File: src/rtl/rom_rd_pkg.sv
// Shared definitions for the ROM read controller: state encodings, default
// bus widths, wait-counter width and the ROM access time.
`timescale 1ns/1ps

package rom_rd_pkg;

  typedef enum logic [1:0] {
    ST_IDLE    = 2'd0,
    ST_ACCESS  = 2'd1,
    ST_RECOVER = 2'd2
  } state_t;

  localparam int DEF_ADDR_W = 4;
  localparam int DEF_DATA_W = 8;

  // Wide enough for the largest legal wait count (15).
  localparam int CNT_W = 4;

  // Access time of the asynchronous ROM, address/oeb to valid data.
  localparam int ROM_RDELAY_PS = 1500;

endpackage

File: src/rtl/rom_reader.sv
// Synchronous read controller for a 16x8 asynchronous ROM.
// Accepts one-word requests in IDLE, holds rom_addr/rom_oeb for WAIT_CYC
// edges, registers rom_data and returns it with a one-cycle rd_valid pulse,
// then spends one RECOVER cycle with rom_oeb high for bus turnaround.
// Optional build macro ROM_RD_AUTOINC_EN adds req_next, which reads the word
// after the last address (wrapping at the top of the ROM).
`timescale 1ns/1ps

module rom_reader
  import rom_rd_pkg::*;
#(
  parameter int ADDR_W   = DEF_ADDR_W,
  parameter int DATA_W   = DEF_DATA_W,
  parameter int WAIT_CYC = 2
) (
  input  logic              clk,
  input  logic              rst,
  input  logic              req,
  input  logic [ADDR_W-1:0] req_addr,
  output logic              busy,
  output logic              rd_valid,
  output logic [DATA_W-1:0] rd_data,
  output logic [ADDR_W-1:0] rom_addr,
  output logic              rom_oeb,
  input  logic [DATA_W-1:0] rom_data
`ifdef ROM_RD_AUTOINC_EN
  ,
  input  logic              req_next
`endif
);

  state_t             state;
  logic [CNT_W-1:0]   cnt;
  logic               start;
  logic [ADDR_W-1:0]  start_addr;

  // Decide whether a read starts this cycle and from which address.
  // NOTE: every output of an always_comb gets a default first, otherwise a
  // path that skips the assignment infers a latch.
  always_comb begin
    start      = req;
    start_addr = req_addr;
`ifdef ROM_RD_AUTOINC_EN
    if (!req && req_next) begin
      start      = 1'b1;
      start_addr = rom_addr + ADDR_W'(1);
    end
`endif
  end

  // Access FSM with wait counter; every ROM-facing output is registered.
  // NOTE: sequential state uses non-blocking assignments so all registers
  // update from the same pre-edge values regardless of statement order.
  always_ff @(posedge clk or posedge rst) begin
    if (rst) begin
      state    <= ST_IDLE;
      rom_oeb  <= 1'b1;
      rom_addr <= '0;
      rd_data  <= '0;
      rd_valid <= 1'b0;
      cnt      <= '0;
    end else begin
      rd_valid <= 1'b0;
      unique case (state)
        ST_IDLE: begin
          if (start) begin
            rom_addr <= start_addr;
            rom_oeb  <= 1'b0;
            cnt      <= CNT_W'(WAIT_CYC - 1);
            state    <= ST_ACCESS;
          end
        end
        ST_ACCESS: begin
          if (cnt != '0) begin
            cnt <= cnt - CNT_W'(1);
          end else begin
            rd_data  <= rom_data;
            rd_valid <= 1'b1;
            rom_oeb  <= 1'b1;
            state    <= ST_RECOVER;
          end
        end
        ST_RECOVER: begin
          state <= ST_IDLE;
        end
        default: begin
          state <= ST_IDLE;
        end
      endcase
    end
  end

  assign busy = (state != ST_IDLE);

endmodule
File: config.mk
export PLATFORM = sky130hd
export DESIGN_NAME = rom_reader
export DESIGN_NICKNAME = d
export VERILOG_FILES = /design/src/rtl/rom_rd_pkg.sv /design/src/rtl/rom_reader.sv
export SDC_FILE = /design/constraint.sdc
export NUM_CORES = 1
export LEC_CHECK = 0
export BUFFER_PORTS_ARGS = -buffer_cell sky130_fd_sc_hd__buf_2
export CAP_MARGIN = 20
export CORE_MARGIN = 2
export CORE_UTILIZATION = 47
export DETAILED_ROUTE_END_ITERATION = 8
export PLACE_DENSITY = 0.79
export SLEW_MARGIN = 40
export SYNTH_ARGS = -nofsm -noshare
export SYNTH_HDL_FRONTEND = slang
export SYNTH_SLANG_ARGS = --single-unit
export TNS_END_PERCENT = 100
File: constraint.sdc
create_clock -name clk -period 2.45 [get_ports clk]
set_clock_uncertainty 0.05 [all_clocks]
set_input_delay 0.245 -clock clk [delete_from_list [all_inputs] [get_ports clk]]
set_output_delay 0.245 -clock clk [all_outputs]
set_load 0.05 [all_outputs]
## After elaboration in Yosys (flattened, before gate mapping)

Index checks and enable logic that the tools add are counted.

| cells by class | value |
|---|---|
| $add $sub $neg | 1 |
| multipliers | 0 |
| divide/modulo/power cells | 0 |
| order comparisons | 0 |
| equal/unequal tests | 4 |
| shift operators | 0 |
| multiplexer cells | 11 |
| bitwise gates (word level) | 1 |
| reduce and logical (&&, ||, !) cells | 9 |

Operator list:

| operator | count |
|---|---|
| $mux W4 | 2 |
| $pmux W4 S2 | 1 |
| $ne A2 B2 Y1 const B | 3 |
| $reduce_and A2 Y1 | 3 |
| $reduce_and A3 Y1 | 2 |
| $mux W1 | 4 |
| $mux W2 | 2 |
| $pmux W2 S2 | 1 |
| $reduce_bool A2 Y1 | 2 |
| $reduce_bool A4 Y1 | 1 |
| $sub A4 B1 Y4 const B | 1 |
| $eq A2 B1 Y1 const B | 1 |
| $logic_not A2 Y1 | 1 |
| $pmux W1 S2 | 1 |
| $not A1 Y1 | 1 |

| word-level totals | value |
|---|---|
| register bits | 20 |
| bits in latches | 0 |
| RAM bits | 0 |
| ROM bits | 0 |
| input port bits | 15 |
| logic and storage cells | 32 |
| memories | 0 |

## Depth between registers and ports, before layout

| depth | value |
|---|---|
| word-level depth | 3 |
| depth in mapped cells | 6 |
| mapped depth without buffers | 5 |

## Worst setup path after synthesis

OpenSTA, ideal clock, no wires.

| timing | value |
|---|---|
| path kind | flip-flop to flip-flop |
| start | register cnt[0] |
| end | register rd_data[0] |
| library setup time | 125 ps |
| data arrival time | 1608 ps |
| setup slack | 667 ps |
| cell stages (with the launch flop) | 7 |
| buffers on the path | 1 |
| clock period less this slack | 1783 ps |
| cell sequence | dfrtp_1 -> inv_1 -> ha_1 -> or3b_1 -> buf_2 -> nor2_8 -> mux2_2 |

| on the way | value |
|---|---|
| cells in the longest elaborated chain, start to end | 3 |

RTL lines:

| element | RTL line | RTL |
|---|---|---|
| start, declared | rom_reader.sv:33 | `logic [CNT_W-1:0] cnt;` |
| start signal, assigned | rom_reader.sv:69 | `cnt <= CNT_W'(WAIT_CYC - 1);` |
| start signal, assigned | rom_reader.sv:75 | `cnt <= cnt - CNT_W'(1);` |
| $reduce_bool A4 Y1 | rom_reader.sv:74 | `if (cnt != '0) begin` |
| $not A1 Y1 (no source line) | - |  |
| $reduce_and A2 Y1 (no source line) | - |  |
| end signal, assigned | rom_reader.sv:77 | `rd_data <= rom_data;` |
| end, declared | rom_reader.sv:22 | `output logic [DATA_W-1:0] rd_data,` |

Every way passes these cells.
A chain may end at the register's enable or synchronous reset.

## Final worst setup path

| timing | value |
|---|---|
| start | register cnt[0] |
| end | register rd_data[7] |

The elaborated chain is that of the path after synthesis.

==> out/metrics.cfg <==
[timing]
hold_violations=0
final-max-slew-violation-count=0
fin_crit_sh=0.8127
tightest_slew_ns=0.6997
fin_tns_setup_ns=0
max_freq_mhz=502.2
maxSlewHeadroom=0.5306
finalSetupViolCount=0
period_needed_ns=1.991
rsz0062_at_grt=no

[yosys]
syn_inst=65
synth_ff_type=dfrtp_1
syn_area_um2=858.3
yosysMostFrequentCell=dfrtp_1
synth_top_area_share=0.5539
postSynthAreaPerCell_um2=13.20
synth.largest_area_cell=dfrtp_1
yosys_register_bits=20
synth-edff-count=0
syn_nets=82
netlist_top_cells_count=19 x dfrtp_1, 12 x mux2_2, 5 x nand2_1
ys_seq_area_frac=0.5845
async_flop_share=1.000
netlist-cell-type-count=26
ys_warn_count=0
synth.area.top_cells=dfrtp_1 55%, mux2_2 16%, dfstp_2 3.1%

[min_path]
hold_path.class=input pin to flip-flop
hp-start=rom_data[0]
whs_path_depth=2
holdPathEnd=rd_data[0]$_DFFE_PP0P_

[layout]
nNetsFinal=115
antenna_cells=0
area_delta_synth_final_pct=24.78
drive_gt1_frac=0.5258
fill_cells=160

[drt]
drtPass1Iterations=4
first_iter_violations=3
wl_um=1640
wire_per_inst_um=13.44
vias=614
postRouteAntennaNets=0
drc_errors=0
vias_per_cell=5.033

[global_routing]
antenna_found_initial=0
grt.total_usage=0.1706
grt_max_degree=21
grt_pass1_vias=633
grt-ovfl-total=0
grt_first_pass_wirelength_um=2504

[floorplan]
die_area_um2=2184
row_count=15
die_x_um=46.74
placeableCoreArea_um2=1727
initial_core_util=0.4971
die_height_um=46.74
io_pins=30

[placed_design]
dp_hpwl_um=1261
io_buffers=29
gp_congestion=0.7366

[clock_network]
cts_buffer_depth=2
clk_pin_slew_ns=0.11
cts_buffers=3
cts_tree=done
clock_latency_ns=0.30
cts.sinks=20
clockRootBuffer=clkbuf_4
htree_levels=1
postCtsSetupRepairBufs=0

[critical_path]
crit_type=flip-flop to flip-flop
cp.required_ns=2.60
cp_max_fo=10
r2r-end=rd_data[7]$_DFFE_PP0P_
r2r_slack_ns=0.46
worstPathArrival_ns=2.14
reg2regPathDepth=5
cp-start-kind=flip-flop
timing.rr.start=cnt[0]$_DFFE_PP0P_
end_kind=flip-flop

[run_status]
outcome=completed

[run]
maxCapViolations=0

==> sequential cells by signal, indices dropped and copies added, names as in the netlist <==
signal / count
cnt: 4
rd_data: 8
rom_addr: 4
rd_valid: 1
rom_oeb: 1
state: 2
==> worst max path at each step <==
stage	start	endpoint	slack [ns]	depth (start not counted)
after floorplan	cnt[0]$_DFFE_PP0P_	rd_data[0]$_DFFE_PP0P_	0.67	6
after global placement	cnt[0]$_DFFE_PP0P_	rd_data[7]$_DFFE_PP0P_	0.56	5
after detailed placement	cnt[0]$_DFFE_PP0P_	rd_data[6]$_DFFE_PP0P_	0.48	5
after CTS	cnt[0]$_DFFE_PP0P_	rd_data[6]$_DFFE_PP0P_	0.46	5
after global routing	cnt[0]$_DFFE_PP0P_	rd_data[7]$_DFFE_PP0P_	0.39	5
final	cnt[0]$_DFFE_PP0P_	rd_data[7]$_DFFE_PP0P_	0.46	5
==> area by class of cell <==
cell class / instances / area, um2 / share of cell area
flip-flops and latches: 20 / 501.7 / 0.4685
multi-input cells: 40 / 335.3 / 0.3131
repair buffers: 30 / 155.1 / 0.1449
inverters: 3 / 11.26 / 0.01051
well taps: 25 / 31.28 / 0.02921
clock buffers: 4 / 36.28 / 0.03388
==> through the flow <==
step | setup slack [ns] | cells | hold WS [ns] | area, um2 | util
3_5_place_dp | 0.4760 | 117 | 0.3614 | 1025 | 0.5935
6_report | 0.4589 | 122 | 0.1098 | 1071 | 0.6203
4_1_cts | 0.4558 | 121 | 0.02249 | 1061 | 0.6145
5_1_grt | 0.3851 | 122 | 0.1107 | 1071 | 0.6203
2_1_floorplan | 0.6668 | 65 | 0.1581 | 858.3 | -
3_3_place_gp | 0.5646 | 117 | 0.3441 | 1025 | 0.5935
==> cells by family (layout without fill, tap and decap cells) <==
| logic type | Yosys count | after routing | synth area share |
|---|---|---|---|
| muxes | 13 | 13 | 0.1691 |
| adders and majority gates | 2 | 2 | 0.02915 |
| AOI/OAI and AO/OA | 5 | 5 | 0.04374 |
| buffers and inverters | 5 | 37 | 0.02478 |
| DFF | 20 | 20 | 0.5846 |
| and+or+nand+nor | 20 | 20 | 0.1487 |
==> routing by layer <==
| metal | part of all wire | GRT usage | wire length (um) | vias up |
|---|---|---|---|---|
| li1 | - | - | - | 289 |
| met1 | 0.39 | 0.1911 | 640 | 300 |
| met2 | 0.53 | 0.2833 | 874 | 20 |
| met3 | 0.051 | 0.02692 | 83 | 5 |
| met4 | 0.026 | 0.1444 | 42 | 0 |
| met5 | 0 | 0 | 0 | - |
==> worst max-delay path, cell delays in order, from the launching register on <==
cell and delay, ns:
dfrtp_1 0.39, inv_1 0.13, ha_1 0.21, or3b_1 0.50, nor2_8 0.24, mux2_2 0.36
==> cells in the final DEF, fill, tap and decap left out, types with 2 or more instances in the layout <==
cell	count
dfrtp_1	19
buf_2	29
inv_1	2
clkbuf_4	3
ha_1	2
nand2_1	5
nand3_1	3
mux2_2	12
==> repair_timing <==
action / in CTS / in global routing
endpoints found under the setup margin: 0 / 0
resized for setup: 0 / 0
endpoints found under the hold margin: 0 / 19
hold buffers: 0 / 1
Power is left out: the tool's default activity adds up to more than one toggle a clock period on the data nets, which glitch-free logic cannot reach.
